File: src/rtl/pwm_capture.sv
// PWM capture: measures high time and period of an asynchronous PWM line in clock
// cycles and flags a line stuck high or low when no completing edge arrives in time.
module pwm_capture #(
    parameter int N       = 20,
    parameter int TIMEOUT = 1048575
) (
    input  logic         clock,
    input  logic         reset,
    input  logic         pwm_in,
    input  logic         enable,
    output logic [N-1:0] high_count,
    output logic [N-1:0] period_count,
    output logic         valid,
    output logic         stuck_high,
    output logic         stuck_low
);

    typedef enum logic [1:0] {
        S_IDLE,
        S_HIGH,
        S_LOW
    } state_t;

    localparam logic [N-1:0] TMO = N'(TIMEOUT);
    localparam logic [N-1:0] ONE = N'(1);

    state_t       state_q, state_d;
    logic         sync1_q, sync1_d;
    logic         sync2_q, sync2_d;
    logic         prev_q, prev_d;
    logic [N-1:0] per_cnt_q, per_cnt_d;
    logic [N-1:0] hi_cnt_q, hi_cnt_d;
    logic         idle_done_q, idle_done_d;
    logic [N-1:0] high_count_q, high_count_d;
    logic [N-1:0] period_count_q, period_count_d;
    logic         valid_q, valid_d;
    logic         stuck_high_q, stuck_high_d;
    logic         stuck_low_q, stuck_low_d;

    logic         rise, fall, timed_out;
    logic [N-1:0] per_inc, hi_inc;
    logic         report_stuck, stuck_level;

    assign rise      = sync2_q & ~prev_q;
    assign fall      = ~sync2_q & prev_q;
    assign timed_out = (per_cnt_q == TMO);

    // Counters saturate at TIMEOUT instead of wrapping.
    assign per_inc = timed_out ? per_cnt_q : per_cnt_q + ONE;
    assign hi_inc  = (hi_cnt_q == TMO) ? hi_cnt_q : hi_cnt_q + ONE;

    always_comb begin
        // NOTE: every variable gets a default first so no path below can infer a latch.
        sync1_d        = pwm_in;
        sync2_d        = sync1_q;
        prev_d         = sync2_q;
        state_d        = state_q;
        per_cnt_d      = per_cnt_q;
        hi_cnt_d       = hi_cnt_q;
        idle_done_d    = idle_done_q;
        high_count_d   = high_count_q;
        period_count_d = period_count_q;
        stuck_high_d   = stuck_high_q;
        stuck_low_d    = stuck_low_q;
        valid_d        = 1'b0;
        report_stuck   = 1'b0;
        stuck_level    = 1'b0;

        if (!enable) begin
            state_d     = S_IDLE;
            per_cnt_d   = '0;
            hi_cnt_d    = '0;
            idle_done_d = 1'b0;
        end else begin
            unique case (state_q)
                S_IDLE: begin
                    if (rise) begin
                        state_d   = S_HIGH;
                        per_cnt_d = ONE;
                        hi_cnt_d  = ONE;
                    end else if (fall) begin
                        // Any edge re-arms the idle timeout report.
                        per_cnt_d   = '0;
                        idle_done_d = 1'b0;
                    end else if (timed_out && !idle_done_q) begin
                        report_stuck = 1'b1;
                        stuck_level  = sync2_q;
                    end else begin
                        per_cnt_d = per_inc;
                    end
                end
                S_HIGH: begin
                    if (fall) begin
                        state_d   = S_LOW;
                        per_cnt_d = per_inc;
                    end else if (timed_out) begin
                        report_stuck = 1'b1;
                        stuck_level  = 1'b1;
                    end else begin
                        per_cnt_d = per_inc;
                        hi_cnt_d  = hi_inc;
                    end
                end
                S_LOW: begin
                    if (rise) begin
                        high_count_d   = hi_cnt_q;
                        period_count_d = per_cnt_q;
                        stuck_high_d   = 1'b0;
                        stuck_low_d    = 1'b0;
                        valid_d        = 1'b1;
                        state_d        = S_HIGH;
                        per_cnt_d      = ONE;
                        hi_cnt_d       = ONE;
                    end else if (timed_out) begin
                        report_stuck = 1'b1;
                        stuck_level  = 1'b0;
                    end else begin
                        per_cnt_d = per_inc;
                    end
                end
                default: state_d = S_IDLE;
            endcase

            // A stuck report is issued once, then waits in IDLE for a fresh edge.
            if (report_stuck) begin
                high_count_d   = '0;
                period_count_d = '0;
                stuck_high_d   = stuck_level;
                stuck_low_d    = ~stuck_level;
                valid_d        = 1'b1;
                state_d        = S_IDLE;
                per_cnt_d      = '0;
                hi_cnt_d       = '0;
                idle_done_d    = 1'b1;
            end
        end
    end

    always_ff @(posedge clock or negedge reset) begin
        if (!reset) begin
            state_q        <= S_IDLE;
            sync1_q        <= 1'b0;
            sync2_q        <= 1'b0;
            prev_q         <= 1'b0;
            per_cnt_q      <= '0;
            hi_cnt_q       <= '0;
            idle_done_q    <= 1'b0;
            high_count_q   <= '0;
            period_count_q <= '0;
            valid_q        <= 1'b0;
            stuck_high_q   <= 1'b0;
            stuck_low_q    <= 1'b0;
        end else begin
            // NOTE: non-blocking updates so every flop samples pre-edge values.
            state_q        <= state_d;
            sync1_q        <= sync1_d;
            sync2_q        <= sync2_d;
            prev_q         <= prev_d;
            per_cnt_q      <= per_cnt_d;
            hi_cnt_q       <= hi_cnt_d;
            idle_done_q    <= idle_done_d;
            high_count_q   <= high_count_d;
            period_count_q <= period_count_d;
            valid_q        <= valid_d;
            stuck_high_q   <= stuck_high_d;
            stuck_low_q    <= stuck_low_d;
        end
    end

    assign high_count   = high_count_q;
    assign period_count = period_count_q;
    assign valid        = valid_q;
    assign stuck_high   = stuck_high_q;
    assign stuck_low    = stuck_low_q;

endmodule

File: config.mk
export PLATFORM = sky130hd
export DESIGN_NAME = pwm_capture
export DESIGN_NICKNAME = d
export VERILOG_FILES = /design/src/rtl/pwm_capture.sv
export SDC_FILE = /design/constraint.sdc
export NUM_CORES = 1
export LEC_CHECK = 0
export CORE_MARGIN = 2
export CORE_UTILIZATION = 40
export CTS_BUF_LIST = sky130_fd_sc_hd__clkbuf_8
export DETAILED_ROUTE_END_ITERATION = 8
export DONT_BUFFER_PORTS = 1
export PLACE_DENSITY = 0.63
export SLEW_MARGIN = 20
export SYNTH_ARGS = -nofsm -noshare
export SYNTH_HDL_FRONTEND = slang
export SYNTH_SLANG_ARGS = --single-unit
File: constraint.sdc
create_clock -name clock -period 2.93 [get_ports clock]
set_clock_uncertainty 0.05 [all_clocks]
set_input_delay 0.586 -clock clock [delete_from_list [all_inputs] [get_ports clock]]
set_output_delay 0.586 -clock clock [all_outputs]
set_load 0.01 [all_outputs]
# ---- Word-level counts from Yosys, hierarchy flattened
# Cells that the tools add are included.
dict set report classes {
  add_sub_neg 2
  n_eq_ne 15
  bitwise_logic 5
  n_reduce_logical 11
  muxes 54
}
# op n
set ops {}
lappend ops {{20-bit 2-to-1 mux} 21}
lappend ops {{20-bit case mux with 3 select lines} 1}
lappend ops {{20-bit by 1-bit adder with 20-bit output (second input constant)} 2}
lappend ops {{20-bit == test (second input constant)} 2}
lappend ops {{20-bit case mux with 2 select lines} 1}
lappend ops {{1-bit 2-to-1 mux} 24}
lappend ops {{4-bit != test (second input constant)} 4}
lappend ops {{2-bit 2-to-1 mux} 4}
lappend ops {{4-bit by 2-bit != test with 1-bit output (second input constant)} 2}
lappend ops {{3-bit by 1-bit != test with 1-bit output (second input constant)} 2}
lappend ops {{6-bit != test (second input constant)} 1}
lappend ops {{3-bit AND reduction} 2}
lappend ops {{5-bit by 1-bit != test with 1-bit output (second input constant)} 1}
lappend ops {{5-bit AND reduction} 1}
lappend ops {{2-bit case mux with 2 select lines} 1}
lappend ops {{2-bit AND reduction} 2}
lappend ops {{2-bit nonzero test} 2}
lappend ops {{3-bit by 2-bit != test with 1-bit output (second input constant)} 1}
lappend ops {{1-bit NOT} 3}
lappend ops {{1-bit case mux with 3 select lines} 1}
lappend ops {{1-bit bitwise AND} 2}
lappend ops {{2-bit by 1-bit == test with 1-bit output (second input constant)} 1}
lappend ops {{2-bit == test (second input constant)} 1}
lappend ops {{2-bit zero test} 1}
lappend ops {{other kinds (4)} 4}
dict set report totals {
  ff_bits 89
  word_cells 99
  in_bits 4
  out_inout_bits 43
}

# ---- Depth between registers and ports, before layout
# Gate-level depths: netlist of run 1.
dict set report logic_depth {
  ltp_word 9
  mapped_depth 10
  mapped_depth_nobuf 8
}

# ---- Worst setup path before layout of run 1
# Ideal clock, no wire load.
dict set report synth_path {
  kind {flip-flop to flip-flop}
  startpoint {reg state_q[0]}
  endpoint {reg per_cnt_q[5]}
  required_time_ns 2.759
  stages_incl_launch_ff 11
  t_arrival_ns 2.215
  period_less_slack_ns 2.386
  path_slack_ns 0.544
  path_buffers 2
  setup_time_ns 0.121
  path_cell_list {dfrtp_1 > inv_1 > ha_1 > or3b_1 > clkbuf_1 > nor2_1 > a31oi_1 > clkbuf_1 > nand3_1 > xor2_1 > nor2_1}
}
dict set report synth_between {
  elab_chain_cells 5
  elab_cells_between_ends 11
  cone_classes {4 x eq/ne; 5 x mux; 2 x reduce/logical}
}
# item line_no
set synth_lines {}
lappend synth_lines {{from (decl)} 27} ;# state_t state_q, state_d;
lappend synth_lines {{from (signal assigned)} 155} ;# state_q <= state_d;
lappend synth_lines {{2-bit == test, or another cell as far along} 75} ;# unique case (state_q)
lappend synth_lines {{1-bit case mux with 3 select lines} 75}
lappend synth_lines {{1-bit 2-to-1 mux} 69} ;# if (!enable) begin
lappend synth_lines {{6-bit != test (no source line), or another cell as far along} --}
lappend synth_lines {{2-bit AND reduction (no source line) or 20-bit 2-to-1 mux (tied branches)} --}
lappend synth_lines {{to (signal assigned)} 159} ;# per_cnt_q <= per_cnt_d;
lappend synth_lines {{to (decl)} 31} ;# logic [N-1:0] per_cnt_q, per_cnt_d;
# Parallel ways exist; a longest one is shown, timed or not. The select of a mux whose other input is x is not followed.
# A chain may end at the register's enable or synchronous reset.

# ---- Worst setup path after layout of run 1
dict set report layout_path {
  startpoint {reg state_q[0]}
  endpoint {reg per_cnt_q[9]}
}
# Same word-level chain as after synthesis.

==> results.py, run 1 <==
metrics = {
    "synthesis": {
        "yosys.area.top_type": "dfrtp_1",
        "synthArstFlopShare": 1.00,
        "synth_top_family_by_area": "compound AO/OA/AOI/OAI gates",
        "ys_top_cells_by_area": "dfrtp_1, a22o_1, nor2_1, nand3_1, xor2_1",
        "ys_ff_latch": 89,
        "muxShareOfSynthArea": 0.00473,
        "ys.flop_type": "dfrtp_1",
        "synth_area_um2": 4230,
        "synthCells": 416,
        "synth-xor-area-share": 0.0269,
        "synth-edff-count": 0,
        "syn_nets": 427,
        "yosys_warnings": 0,
        "synth_top_area_share": 0.527,
        "ys_seq_area_frac": 0.527,
        "ys_types": 47,
        "synthAdderAreaFrac": 0.0207,
        "syn_avg_cell_area_um2": 10.2,
        "synth_compound_area_frac": 0.203,
        "synthSimpleGateAreaFrac": 0.183,
    },
    "clock_network": {
        "clkTransAtPathRegs_ps": 90,
        "cts_made_buffers": 9,
        "clockRootBuffer": "clkbuf_8",
        "post_cts_resized": 0,
        "cts_tree": "done",
        "clk_latency_ps": 360,
        "h-tree-depth": 3,
        "clockBufferDepth": 2,
        "clkSinkCount": 89,
    },
    "placement": {
        "placed_cells_incl_taps": 547,
        "port-buffer-count": 0,
        "place_ws_ps": 126,
        "hpwl_um": 6510,
        "gp_congestion": 0.909,
    },
    "timing": {
        "rsz0062_at_grt": "false",
        "min_period_ps": 2700,
        "min_period_over_period": 0.922,
        "tightest_slew_ps": 595,
        "slew_headroom": 0.599,
        "setup_slack_ps": 230,
        "slew_viol_final": 0,
        "setup_viol": 0,
        "tns_ps": 0,
        "hold_violations": 0,
        "fmax_ghz": 0.370,
    },
    "final_layout": {
        "final_cell_count_no_fill": 563,
        "antennaDiodeCount": 0,
        "drive_gt1_frac": 0.0913,
        "area_growth_pct": 10.1,
        "nNetsFinal": 436,
    },
    "power_and_ir_drop": {
        "p_sw_frac": 0.254,
        "clockPowerShare": 0.355,
        "p_int_w": 0.00168,
        "power_switching_w": 0.000574,
        "power.density_nw_per_um2": 485,
        "power_frac_comb": 0.088,
        "peakVddDrop_v": 0.000247,
        "p_leak_nw": 2.06,
        "seqPwrFrac": 0.557,
    },
    "floorplanning": {
        "dieArea_um2": 11400,
        "fp-row-count": 37,
        "ios": 47,
        "coreArea_um2": 10300,
        "start_util": 0.411,
        "die_h_um": 107,
        "die_x_um": 107,
    },
    "worst_setup_path": {
        "critPathBufInv": 2,
        "cp_common_cell": "nor2_1",
        "r2r_end": "per_cnt_q[9]",
        "required_ps": 3170,
        "rrSetupSlack_ps": 230,
        "slowest_stage": "dfrtp_1",
        "cp_cell_sequence": "inv_1 > ha_1 > or3b_1 > nor2_1 > a31oi_1 > or2_0 > buf_4 > nor2_1",
        "setup.worst_path.end_class": "flip-flop",
        "crit_type": "flip-flop to flip-flop",
        "crit_fanout": 14,
        "r2r_cells": 8,
        "slowest_delay_ps": 480,
        "start_kind": "flip-flop",
        "worstPathArrival_ps": 2940,
        "cp_top_family": "simple AND/OR/NAND/NOR gates",
        "rr_startpoint": "state_q[0]",
    },
    "global_routing": {
        "grt_pass1_vias": 3225,
        "grt_max_degree": 90,
        "track_usage": 0.182,
        "antenna_found_initial": 0,
        "grt_pass1_wl_um": 16400,
        "overflow": 0,
    },
    "drt": {
        "first_iter_violations": 221,
        "via_per_inst": 5.75,
        "final_antenna_net_count": 0,
        "drc": 0,
        "wire_per_inst_um": 17.2,
        "vias": 3238,
        "totalWireLength_um": 9680,
        "drt_pass1_iterations": 5,
    },
    "job": {
        "drv_cap": 0,
    },
    "worst_hold_path": {
        "worstHoldPathType": "primary input to async pin",
    },
    "outcome": {
        "status": "finished clean",
    },
}
-- metal layers --
metal,track usage,vias up,part of all wire
met4,0.0779,0,0.023
met5,0,-,0
met1,0.237,1591,0.46
li1,-,1546,-
met2,0.290,84,0.48
met3,0.0438,17,0.041
-- power by group through the flow --
stage	Combinational, W	Clock, W	Sequential (W)
global placement	0.000166	0	0.00128
CTS	0.000201	0.000836	0.00126
floorplan	0.000122	0	0.00128
global route	0.000224	0.000874	0.00126
detailed placement	0.000171	0	0.00128
finish	0.000199	0.000802	0.00126
-- sequential cells by signal (all words and copies together) (netlist names) --
| signal | cells |
|---|---|
| hi_cnt_q | 20 |
| high_count | 20 |
| per_cnt_q | 20 |
| period_count | 20 |
| state_q | 2 |
| idle_done_q | 1 |
| prev_d | 1 |
| prev_q | 1 |
| stuck_high | 1 |
| stuck_low | 1 |
| sync1_q | 1 |
| valid | 1 |
-- cell families after synthesis --
logic type                 after synthesis
DFF                                     89
AOI/OAI and AO/OA                      116
and+or+nand+nor                        152
xor gates and xnor gates                13
adders and majority gates                7
buffers and inverters                   37
muxes                                    2
-- final cells by class --
| type | instances | area, um^2 |
|---|---|---|
| repair buffers | 17 | 160 |
| clock inverters | 4 | 47.5 |
| clock buffers | 9 | 124 |
| multi-input cells | 290 | 1860 |
| well taps | 136 | 170 |
| fillers | 992 | 5620 |
| inverters | 18 | 67.6 |
| flip-flops and latches | 89 | 2230 |
-- how the worst max path moves through the flow --
stage | endpoint | slack, ps | startpoint | depth (start not counted)
2_1_floorplan | per_cnt_q[5] | 540 | state_q[0] | 10
3_3_place_gp | period_count[1] | 340 | state_q[0] | 8
3_5_place_dp | high_count[19] | 130 | state_q[0] | 8
4_1_cts | high_count[19] | 100 | state_q[0] | 8
5_1_grt | hi_cnt_q[11] | 70 | state_q[0] | 10
6_report | per_cnt_q[9] | 230 | state_q[0] | 8
-- Yosys cell counts, types with 3 or more instances --
library cell and count:
a21o_1 3, a21oi_1 20, a22o_1 40, a31oi_1 6
and2_1 3, and3_1 10, and4_1 3, buf_2 9
clkbuf_1 9, dfrtp_1 89, ha_1 7, inv_1 18
nand2_1 25, nand2b_1 5, nand3_1 26, nand4_1 12
nor2_1 40, nor2b_1 4, nor3_1 6, o211ai_1 8
o21ai_0 17, o31ai_1 6, or3_1 11, xor2_1 13
-- worst register-to-register path, cell delays in order (launching register included) --
cell and delay [ps]:
dfrtp_1 480, inv_1 130, ha_1 310, or3b_1 480, nor2_1 420, a31oi_1 180
or2_0 260, buf_4 200, nor2_1 120
-- per-stage QoR --
stage               total power, W  hold slack [ps]  utilization  instance area (um^2)
finish                     0.00226             77.4        0.453                  4660
global route               0.00236             98.2        0.453                  4660
CTS                        0.00229             88.3        0.452                  4640
detailed placement         0.00145              242        0.432                  4440
global placement           0.00145              243        0.432                  4440
floorplan                  0.00140              240            -                  4230
-- layout by cell type (no fill, tap or decap), drive strengths merged, types with 7 or more instances in the layout --
cell type | synthesis | routed
xor2 | 13 | 13
clkbuf | 9 | 9
nand4 | 13 | 13
buf | 10 | 17
nor3 | 7 | 7
nand3 | 26 | 26
o21ai | 19 | 19
dfrtp | 89 | 89
ha | 7 | 7
a21oi | 20 | 20
a22o | 40 | 40
and3 | 10 | 10
o211ai | 8 | 8
nor2 | 40 | 40
inv | 18 | 18
or3 | 11 | 11
a31oi | 7 | 7
nand2 | 25 | 25
-- repair_timing --
action / CTS / global route
setup buffers: 0 / 2
hold buffers: 1 / 0
endpoints found under the hold margin: 89 / 0
setup endpoints to repair: 0 / 43
No activity file was read; power rests on OpenSTA's default activity.
==> inputs of run 2 (changes only) <==
--- a/config.mk
+++ b/config.mk
@@ -5,12 +5,13 @@
 export SDC_FILE = /design/constraint.sdc
 export NUM_CORES = 1
 export LEC_CHECK = 0
+export ABC_AREA = 1
 export CORE_MARGIN = 2
-export CORE_UTILIZATION = 40
+export CORE_UTILIZATION = 43
 export CTS_BUF_LIST = sky130_fd_sc_hd__clkbuf_8
 export DETAILED_ROUTE_END_ITERATION = 8
 export DONT_BUFFER_PORTS = 1
-export PLACE_DENSITY = 0.63
+export PLACE_DENSITY = 0.67
 export SLEW_MARGIN = 20
 export SYNTH_ARGS = -nofsm -noshare
 export SYNTH_HDL_FRONTEND = slang
==> results.py, run 2 <==
metrics = {
    "final_layout": {
        "final_cell_count_no_fill": 772,
        "fillers": 1077,
        "area_growth_pct": 6.19,
        "nNetsFinal": 639,
        "final_common_cell": "nand2_1",
        "antennaDiodeCount": 0,
        "final_cell_mix": "nand2_1, nand3_1, dfrtp_1, inv_1, nor2_1",
        "drive_gt1_frac": 0.0775,
        "final_area_um2": 5130,
    },
    "power_and_ir_drop": {
        "peakVddDrop_v": 0.000205,
        "p_leak_nw": 2.45,
        "power.density_nw_per_um2": 481,
    },
    "global_routing": {
        "grt_pass1_wl_um": 19100,
        "antenna_found_initial": 0,
        "grt_max_degree": 90,
        "grt_pass1_vias": 3923,
        "track_usage": 0.203,
        "overflow": 0,
    },
    "synthesis": {
        "synth.most_common_cell": "nand2_1",
        "ys_top_cells_by_area": "dfrtp_1, nand2_1, nand3_1, inv_1, nor2_1",
        "yosys-top-cells-count": "nand2_1, nand3_1, dfrtp_1, inv_1, nor2_1",
        "ys.flop_type": "dfrtp_1",
        "ys_ff_latch": 89,
        "yosys_warnings": 0,
        "synthArstFlopShare": 1.00,
        "synth_top_area_share": 0.461,
        "yosys.area.top_type": "dfrtp_1",
        "ys_seq_area_frac": 0.461,
        "ys_types": 35,
        "syn_nets": 644,
        "synth-edff-count": 0,
        "synthCells": 633,
        "synth_area_um2": 4830,
        "syn_avg_cell_area_um2": 7.63,
    },
    "drt": {
        "via_per_inst": 5.37,
        "first_iter_violations": 354,
        "wire_per_inst_um": 14.8,
        "final_antenna_net_count": 0,
        "drt_pass1_iterations": 5,
        "vias": 4144,
        "totalWireLength_um": 11500,
        "drc": 0,
    },
    "clock_network": {
        "clkTransAtPathRegs_ps": 80,
        "cts_tree": "done",
        "post_cts_resized": 0,
        "clkSinkCount": 89,
        "clockRootBuffer": "clkbuf_8",
        "h-tree-depth": 3,
        "clockBufferDepth": 2,
        "cts_made_buffers": 9,
        "clk_latency_ps": 370,
    },
    "worst_setup_path": {
        "r2r_cells": 11,
        "r2r_end": "period_count[17]",
        "crit_fanout": 32,
        "worstPathArrival_ps": 2650,
        "setup.worst_path.end_class": "flip-flop",
        "required_ps": 3100,
        "crit_type": "flip-flop to flip-flop",
        "start_kind": "flip-flop",
        "rrSetupSlack_ps": 460,
        "rr_startpoint": "state_q[0]",
    },
    "timing": {
        "slew_viol_final": 0,
        "setup_viol": 0,
        "min_period_over_period": 0.844,
        "tns_ps": 0,
        "tightest_slew_ps": 619,
        "slew_headroom": 0.586,
        "rsz0062_at_grt": "false",
        "fmax_ghz": 0.404,
        "fin_hold_ws_ps": 74.7,
        "min_period_ps": 2470,
        "hold_violations": 0,
    },
    "floorplanning": {
        "start_util": 0.443,
        "die_x_um": 110,
        "ios": 47,
        "die_h_um": 110,
        "dieArea_um2": 12100,
        "fp-row-count": 38,
        "coreArea_um2": 10900,
    },
    "placement": {
        "placed_cells_incl_taps": 756,
        "port-buffer-count": 0,
        "hpwl_um": 8030,
        "place_area_um2": 4900,
        "gp_congestion": 0.874,
    },
    "outcome": {
        "status": "finished clean",
    },
    "job": {
        "drv_cap": 0,
    },
    "worst_hold_path": {
        "worstHoldPathType": "primary input to async pin",
    },
}
-- run 2: changes by cell type in the layout (fill, tap and decap cells not counted), moves of 7 or more --
cell and delta:
and3_1 -10, o21ai_0 +7, o21ai_1 +24, buf_4 -9, nand2_2 +7, a22o_1 -39
nand3_1 +67, inv_1 +53, or3_1 -11, nor2_1 +26, o211ai_1 -7, nand2_1 +124
nor3_1 +9
-- run 2: worst max path at each step --
stage	from	endpoint
after floorplan	state_q[0]	hi_cnt_q[2]
final	state_q[0]	period_count[17]
after detailed placement	state_q[0]	period_count[17]
after global routing	state_q[0]	per_cnt_q[8]
after global placement	per_cnt_q[0]	period_count[16]
after CTS	state_q[0]	period_count[17]
-- run 2: cells by family (layout without fill, tap and decap cells) --
kind of cell | after synthesis | in the layout | share of synthesized area
AND/OR/NAND/NOR | 362 | 362 | 0.344
buffers and inverters | 97 | 96 | 0.0878
flip-flops | 89 | 89 | 0.461
AO/OA/AOI/OAI | 71 | 71 | 0.0764
adder cells (fa/ha/maj) | 7 | 7 | 0.0181
XOR/XNOR | 7 | 7 | 0.0127
-- run 2: per-stage QoR --
step	setup slack, ps	power (W)	utilization
2_1_floorplan	1030	0.00156	-
3_3_place_gp	591	0.00160	0.450
3_5_place_dp	472	0.00161	0.450
4_1_cts	452	0.00249	0.471
5_1_grt	151	0.00259	0.471
6_report	458	0.00246	0.471
-- run 2: final cells by class --
cell class / instances / area [um^2] / share of cell area
Tap cell: 140 / 175 / 0.0342
Sequential cell: 89 / 2230 / 0.434
Inverter: 74 / 280 / 0.0547
Timing Repair Buffer: 7 / 72.6 / 0.0142
Clock inverter: 4 / 43.8 / 0.00854
Clock buffer: 11 / 151 / 0.0295
Multi-Input combinational cell: 447 / 2180 / 0.425
-- run 2: routing by layer --
layer / vias up / GRT usage / routed length (um)
li1: 2049 / - / -
met1: 1960 / 0.266 / 5210
met2: 116 / 0.329 / 5370
met3: 19 / 0.0379 / 649
met4: 0 / 0.0823 / 221
met5: - / 0 / 0
-- run 2: critical path, cell delays in order, from the launching register on --
cell	delay (ps)
dfrtp_1	450
inv_1	140
ha_1	210
nand2_1	90
nor2_1	120
nor2_1	70
nor2_2	190
nand2_4	140
nand2_4	130
inv_4	70
nand2_2	450
o21ai_0	180
-- run 2: timing repair --
action / CTS / global route
setup buffers: 0 / 0
hold endpoints to repair: 89 / 0
hold buffers: 1 / 0
-- run 2: power by group --
group	switching, W	total (W)	leakage (nW)	internal (W)
logic	0.000231	0.000320	1.11	0.0000892
registers	0.0000358	0.00129	1.23	0.00126
clock network	0.000423	0.000853	0.106	0.000430
==> inputs of run 3 (changes only) <==
==> constraint.sdc (replaced) <==
create_clock -name clock -period 2.6 [get_ports clock]
set_clock_uncertainty 0.05 [all_clocks]
set_input_delay 0.52 -clock clock [delete_from_list [all_inputs] [get_ports clock]]
set_output_delay 0.52 -clock clock [all_outputs]
set_load 0.01 [all_outputs]
==> results.py, run 3 (synthesis results as in run 2) <==
metrics = {
    "global_routing": {
        "grt_pass1_wl_um": 19700,
        "antenna_found_initial": 0,
        "overflow": 0,
        "grt_max_degree": 90,
        "track_usage": 0.211,
        "grt_pass1_vias": 4050,
    },
    "clock_network": {
        "clk_latency_ps": 370,
        "clkSinkCount": 89,
        "cts_made_buffers": 9,
        "post-cts-setup-buffers": 0,
        "clkTransAtPathRegs_ps": 90,
        "clockBufferDepth": 2,
        "cts_tree": "done",
        "h-tree-depth": 3,
        "clockRootBuffer": "clkbuf_8",
    },
    "drt": {
        "final_antenna_net_count": 0,
        "totalWireLength_um": 11900,
        "wire_per_inst_um": 15.3,
        "drc": 0,
        "via_per_inst": 5.34,
        "first_iter_violations": 321,
        "drt_pass1_iterations": 6,
        "vias": 4152,
    },
    "placement": {
        "hpwl_um": 8150,
        "place_ws_ps": 272,
        "gp_congestion": 0.875,
        "port-buffer-count": 0,
    },
    "timing": {
        "min_period_over_period": 0.921,
        "setup_viol": 0,
        "tightest_slew_ps": 662,
        "hold_violations": 89,
        "fmax_ghz": 0.417,
        "rsz0062_at_grt": "false",
        "tns_ps": 0,
        "slew_headroom": 0.557,
        "slew_viol_final": 0,
        "min_period_ps": 2400,
        "setup_slack_ps": 205,
        "fin_hold_ws_ps": -215,
    },
    "power_and_ir_drop": {
        "power.density_nw_per_um2": 544,
        "p_leak_nw": 2.48,
        "power_w": 0.00282,
        "peakVddDrop_v": 0.000261,
    },
    "final_layout": {
        "fin_util": 0.477,
        "final_cell_mix": "nand2_1, nand3_1, dfrtp_1, inv_1, nor2_1",
        "final_common_cell": "nand2_1",
        "nNetsFinal": 643,
        "drive_gt1_frac": 0.0848,
        "antennaDiodeCount": 0,
        "area_growth_pct": 7.59,
    },
    "floorplanning": {
        "coreArea_um2": 10900,
        "die_x_um": 110,
        "start_util": 0.443,
        "ios": 47,
        "fp-row-count": 38,
        "die_h_um": 110,
        "dieArea_um2": 12100,
    },
    "worst_setup_path": {
        "setup.worst_path.end_class": "flip-flop",
        "crit_type": "flip-flop to flip-flop",
        "worstPathArrival_ps": 2660,
        "crit_fanout": 17,
        "rrSetupSlack_ps": 200,
        "required_ps": 2870,
        "start_kind": "flip-flop",
    },
    "outcome": {
        "status": "finished, violations left",
        "violations": "negative hold slack",
    },
    "job": {
        "drv_cap": 0,
    },
    "worst_hold_path": {
        "worstHoldPathType": "primary input to async pin",
    },
}
[run 3: stage by stage]
stage / instance area, um^2 / instances
after floorplan: 4830 / 633
after global placement: 4970 / 760
after detailed placement: 4970 / 760
after CTS: 5180 / 776
after global routing: 5190 / 777
final: 5190 / 777
[run 3: layout make-up]
class                      count  area (um^2)
timing repair buffer          10          113
sequential                    89         2230
inverter                      74          280
multi-input combinational    448         2190
fill                        1078         5690
tap                          140          175
clock inverter                 4         42.5
clock buffer                  12          165
[run 3: power by group]
part	internal (W)	switching [W]	total, W
sequential	0.00141	0.0000419	0.00146
combinational	0.000103	0.000250	0.000353
clock	0.000516	0.000499	0.00101
total	0.00203	0.000791	0.00282
[run 3: critical path, cell delays in order, from the launching register on]
cell     delay (ps)
dfrtp_1         450
inv_1           120
ha_1            250
nor2_1          530
nand3_2         480
nor3_1          290
nand3_1         100
nand2_1          70
[run 3: layer usage]
| metal | up-vias | wire (um) | global-route usage |
|---|---|---|---|
| met4 | 0 | 210 | 0.0778 |
| met3 | 15 | 625 | 0.0439 |
| met5 | - | 0 | 0 |
| met2 | 105 | 5590 | 0.334 |
| met1 | 1977 | 5480 | 0.284 |
| li1 | 2055 | - | - |
[run 3: what timing repair did]
item	in CTS	in global routing
setup endpoints to repair	0	3
hold endpoints to repair	89	89
resized for setup	0	1
[run 3: final timing paths]
check,from,endpoint,cells past startpoint
worst min-delay path,reset,period_count[12],0
worst max-delay path,state_q[0],hi_cnt_q[14],7
min in group clock,pwm_in,sync1_q,0
worst max register to register,state_q[0],hi_cnt_q[14],7
max in group asynchronous,reset,hi_cnt_q[19],0
worst min register to register,sync1_q,prev_d,0
==> variant 1: new RTL, settings of run 2 <==
`N`: 20 -> 10.
--- a/src/rtl/pwm_capture.sv
+++ b/src/rtl/pwm_capture.sv
@@ -3,3 +3,3 @@
 module pwm_capture #(
-    parameter int N       = 20,
+    parameter int N       = 10,
     parameter int TIMEOUT = 1048575
Interface: changed (resized high_count and period_count); port bits go from 47 to 27. The function was not compared with the original's and may differ.
==> variant 1 against run 2 <==
Wire length fell by 53%. Largest power group unchanged. Cell area fell by 45%. Hold slack got worse by 14 ps. Sequential cell count fell by 40. Critical endpoint is now hi_cnt_q[8]. Total power fell by 15%. Area after synthesis fell by 45%. Setup slack improved by 340 ps. Largest cell class unchanged.
==> variant 1: results (changes against run 2) <==
run_status:
  outcome: "finished, final reports clean"  # unchanged
power_and_ir_drop:
  ir_worst_vdd_v: 0.000297  # was 0.000205 V
  p_leak_nw: 1.38  # was 2.45 nW
grt:
  grt_usage_pct: 17.9  # was 20.3%
  antenna_found_initial: 0  # unchanged
  grt_pass1_wl_um: 9200  # was 19100 um
  grt_max_degree: 50  # was 90
  grt_pass1_vias: 1947  # was 3923
detailed_routing:
  finalWirelength_um: 5360  # was 11500 um
  drt-initial-drc-count: 119  # was 354
  firstDrtPassIters: 4  # was 5
  vias: 2041  # was 4144
clocking:
  htreeDepth: 2  # was 3
  clk_latency_ps: 310  # was 370 ps
  clk_pin_slew_ps: 100  # was 80 ps
  cts_buffers: 5  # was 9
  postCtsSetupRepairBufs: 0  # unchanged
  cts_resized: 0  # unchanged
  postCtsHoldBufs: 1  # unchanged
placed_design:
  dpl.cell_count: 397  # was 756
  gp_congestion: 0.841  # was 0.874
  dp.final_hpwl_um: 3770  # was 8030 um
  dpl-instance-area_um2: 2720  # was 4900 um^2
  pre_cts_slack_ps: 824  # was 472 ps
layout:
  final_nets: 341  # was 639
  stdcell_count: 406  # was 772
  fillers: 583  # was 1077
  antenna_cells: 0  # unchanged
  drive_gt1_share_pct: 7.85  # was 7.75%
  syn_to_final_growth_pct: 6.57  # was 6.19%
synthesis:
  syn-instance-count: 327  # was 633
  ys_seq_area_share_pct: 46.0  # was 46.1%
  synthTopCellsByCount: "66 x nand2_1, 61 x inv_1, 49 x dfrtp_1, 29 x nand3_1, 29 x nor2_1"  # was 149 x nand2_1, 93 x nand3_1, 89 x dfrtp_1, 70 x inv_1, 65 x nor2_1
  synthArstFlopShare_pct: 100  # unchanged
  synthTopCellsByArea: "dfrtp_1 46%, nand2_1 9.3%, inv_1 8.6%"  # was dfrtp_1 46%, nand2_1 12%, nand3_1 9.6%
  yosysUniqueCellTypes: 33  # was 35
worst_setup_path:
  worstSetupPathType: "flop to flop"  # unchanged
  worstPathArrival_ps: 2280  # was 2650 ps
  crit_end: "hi_cnt_q[8]"  # was period_count[17]
  crit_start: "per_cnt_q[0]"  # was state_q[0]
  critPathMaxFanout: 11  # was 32
  r2r.worst_path.cells: 12  # was 11
timing:
  worst_pin_slew_ps: 397  # was 619 ps
  setup_slack_ps: 794  # was 458 ps
==> variant 1: cell types whose count changed in the layout (fill, tap and decap cells not counted), moves of 6 or more <==
cell,before,now
nand3_1,93,29
o22ai_1,3,16
o21ai_1,25,5
nor2_1,65,29
nand2_1,149,66
a21oi_1,16,4
nor2_2,7,0
inv_1,71,61
nand4_1,13,4
dfrtp_1,89,49
nor3_1,15,3
o21ai_0,24,18
clkbuf_8,11,5
==> variant 1: how the worst min path moves through the flow <==
stage	cells after the start	slack (ps)	to
after floorplan	0	240	hi_cnt_q[0]
after global placement	0	240	period_count[6]
after detailed placement	0	240	period_count[6]
after CTS	1	70	period_count[6]
after global routing	1	60	period_count[6]
final	1	60	period_count[6]
==> variant 1: cell type report <==
type / count / area share, %
Clock inverter: 3 / 0.749
Multi-Input combinational cell: 209 / 40.6
Sequential cell: 49 / 43.2
Tap cell: 75 / 3.30
Inverter: 63 / 8.50
Timing Repair Buffer: 2 / 1.23
Clock buffer: 5 / 2.42
==> variant 1: power breakdown <==
group / leakage (nW) / internal (mW) / switching, mW
sequential: 0.642 / 0.858 / 0.217
clock: 0.0445 / 0.170 / 0.241
combinational: 0.691 / 0.217 / 0.401
total: 1.38 / 1.24 / 0.858
==> variant 1: cells by family after synthesis <==
kind of cell,Yosys count,share of synthesized area [%]
AO/OA/AOI/OAI,47,10.3
buffers and inverters,69,10.7
XOR/XNOR,10,3.29
AND/OR/NAND/NOR,145,26.4
adder cells (fa/ha/maj),7,3.29
flip-flops,49,46.0
==> variant 1: routing by layer <==
metal	vias up	wire (um)	track usage, %
met1	949	2650	25.0
met3	7	266	5.00
li1	1042	-	-
met5	-	0	0
met4	0	79	6.23
met2	43	2370	26.7
==> variant 1: worst max-delay path, stage by stage, from the launching register on <==
cell and delay, ps:
dfrtp_1 430, ha_1 190, nand2_1 90, nor2_4 140, nand3_4 160, nor2_4 150
nand2_4 120, nand2_8 110, inv_6 50, nand3_2 170, nand2_2 190, nand2_1 100
nand2_1 50
==> variant 2: new RTL, settings of run 2 <==
Made on the original files. Put one more register stage on the output `high_count`, with the module's reset. The value now appears one clock later. The other outputs are not delayed to match.
--- a/src/rtl/pwm_capture.sv
+++ b/src/rtl/pwm_capture.sv
@@ -169,3 +169,9 @@
 
-    assign high_count   = high_count_q;
+    always_ff @(posedge clock or negedge reset) begin
+        if (!reset) begin
+            high_count <= '0;
+        end else begin
+            high_count <= high_count_q;
+        end
+    end
     assign period_count = period_count_q;
Function: changed (Yosys sat finds a counterexample within 10 cycles, from zero or initial values and one cycle with reset low).
==> variant 2 against run 2 <==
The flow now finishes with violations (negative hold slack). Wire length increased by 0.94%. Sequential cell count grew 20. Setup slack got worse by 89 ps. Area after synthesis increased by 8.1%. Count of clock-buffer cells in the layout is the same. Cell area rose by 8.9%. Critical endpoint is now hi_cnt_q[16].
Power is not compared: it rests on default switching activity, and its combinational part moved more than twofold at a synthesized area within 25%.
==> variant 2: results (changes against run 2) <==
run_status:
  outcome: "complete, but fails checks"  # was finished, final reports clean
  violations: "negative hold slack"
detailed_routing:
  firstDrtPassIters: 5  # unchanged
  drt-initial-drc-count: 316  # was 354
  drt-wirelength-per-cell_um: 14.5  # was 14.8 um
  finalWirelength_um: 11600  # was 11500 um
  viasPerCell: 5.21  # was 5.37
clocking:
  clk_latency_ps: 380
  htreeDepth: 3  # unchanged
  cts_buffers: 9  # unchanged
  clockRootBuffer: "clkbuf_8"  # unchanged
  postCtsSetupRepairBufs: 0  # unchanged
  clk_pin_slew_ps: 100  # was 80 ps
synthesis:
  synth-xor-area-share_pct: 1.17  # was 1.27%
  ys_seq_area_share_pct: 52.3  # was 46.1%
  syn-instance-count: 640  # was 633
  synthAdderAreaFrac_pct: 1.68  # was 1.81%
  yosysUniqueCellTypes: 33  # was 35
  synthArstFlopShare_pct: 100  # unchanged
  synth_warnings: 0  # unchanged
  synth_compound_area_share_pct: 10.6  # was 7.64%
  synth_nets: 651  # was 644
  synthTopCellsByCount: "142 x nand2_1, 109 x dfrtp_1, 106 x inv_1, 58 x nor2_1, 51 x nand3_1"  # was 149 x nand2_1, 93 x nand3_1, 89 x dfrtp_1, 70 x inv_1, 65 x nor2_1
  synthTopCellsByArea: "dfrtp_1 52%, nand2_1 10%, inv_1 7.6%"  # was dfrtp_1 46%, nand2_1 12%, nand3_1 9.6%
  muxShareOfSynthArea_pct: 0  # unchanged
timing:
  whs_ps: -166  # was 74.7 ps
  hold_viol_final: 109  # was 0
  timing.slew.headroom_pct: 70.6  # was 58.6%
layout:
  drive_gt1_share_pct: 6.63  # was 7.75%
  final_nets: 655  # was 639
  antenna_cells: 0  # unchanged
  fillers: 1176  # was 1077
placed_design:
  dp.final_hpwl_um: 8250  # was 8030 um
  dpl.cell_count: 780  # was 756
  portBuffers: 0  # unchanged
  dpl-instance-area_um2: 5400  # was 4900 um^2
  gp_congestion: 0.869  # was 0.874
worst_setup_path:
  r2r.worst_path.cells: 13  # was 11
  crit_end: "hi_cnt_q[16]"  # was period_count[17]
  r2r-start: "state_q[1]"  # was state_q[0]
  reg2reg_slack_ps: 370  # was 460 ps
  worstPathArrival_ps: 2800  # was 2650 ps
  slowest_delay_ps: 420  # was 450 ps
  critPathMaxFanout: 14  # was 32
  crit_start: "state_q[1]"  # was state_q[0]
grt:
  grt_pass1_wl_um: 20200  # was 19100 um
  grt_max_degree: 110  # was 90
  grt_pass1_vias: 4184  # was 3923
  grt_usage_pct: 19.5  # was 20.3%
floorplanning:
  die_w_um: 114  # was 110 um
power_and_ir_drop:
  ir_worst_vdd_v: 0.000269
min_path:
  min_path_type: "input port to async pin"  # unchanged
## variant 2: metal layers
metal | global-route usage, % | part of all wire [%]
met5 | 0 | 0
met4 | 8.21 | 2.4
met3 | 5.45 | 4.1
met2 | 30.6 | 48
met1 | 25.6 | 46
## variant 2: worst min path at each step
stage	endpoint	slack, ps	cells past startpoint
3_5_place_dp	high_count[7]	240	0
4_1_cts	high_count_q[8]	-190	0
2_1_floorplan	hi_cnt_q[0]	240	0
6_report	hi_cnt_q[0]	-170	0
5_1_grt	high_count[6]	-200	0
3_3_place_gp	high_count[7]	240	0
## variant 2: logic make-up (layout without fill, tap and decap cells)
family | count (synthesis) | after routing
simple gates | 292 | 292
fa+ha+maj | 7 | 7
xor+xnor | 7 | 7
flops | 109 | 109
buf+inv | 126 | 135
compound gates | 99 | 99
## variant 2: layout make-up
type,count,area [um^2],area share (%)
flip-flops and latches,109,2730,48.8
multi-input cells,405,1990,35.6
inverters,108,405,7.26
well taps,147,184,3.29
clock buffers,11,151,2.71
repair buffers,11,95.1,1.70
clock inverters,5,35.0,0.627
## variant 2: where the power goes
part           internal [mW]  total, mW  leakage, nW  switching, mW
sequential              1.96       2.37         1.34          0.411
combinational          0.333      0.932         1.20          0.599
clock                  0.358      0.872        0.101          0.514
## variant 2: worst max-delay path: cells and delay by family (launching register included)
kind,cells,cell delay [ps]
simple gates,7,930
fa+ha+maj,1,200
compound gates,2,370
buf+inv,3,490
flops,1,420
## variant 2: per-stage QoR
| step | util [%] | worst slack [ps] |
|---|---|---|
| after global placement | 45.3 | 546 |
| final | 46.9 | 368 |
| after CTS | 46.9 | 391 |
| after global routing | 46.9 | 173 |
| after detailed placement | 45.3 | 431 |
| after floorplan | - | 869 |
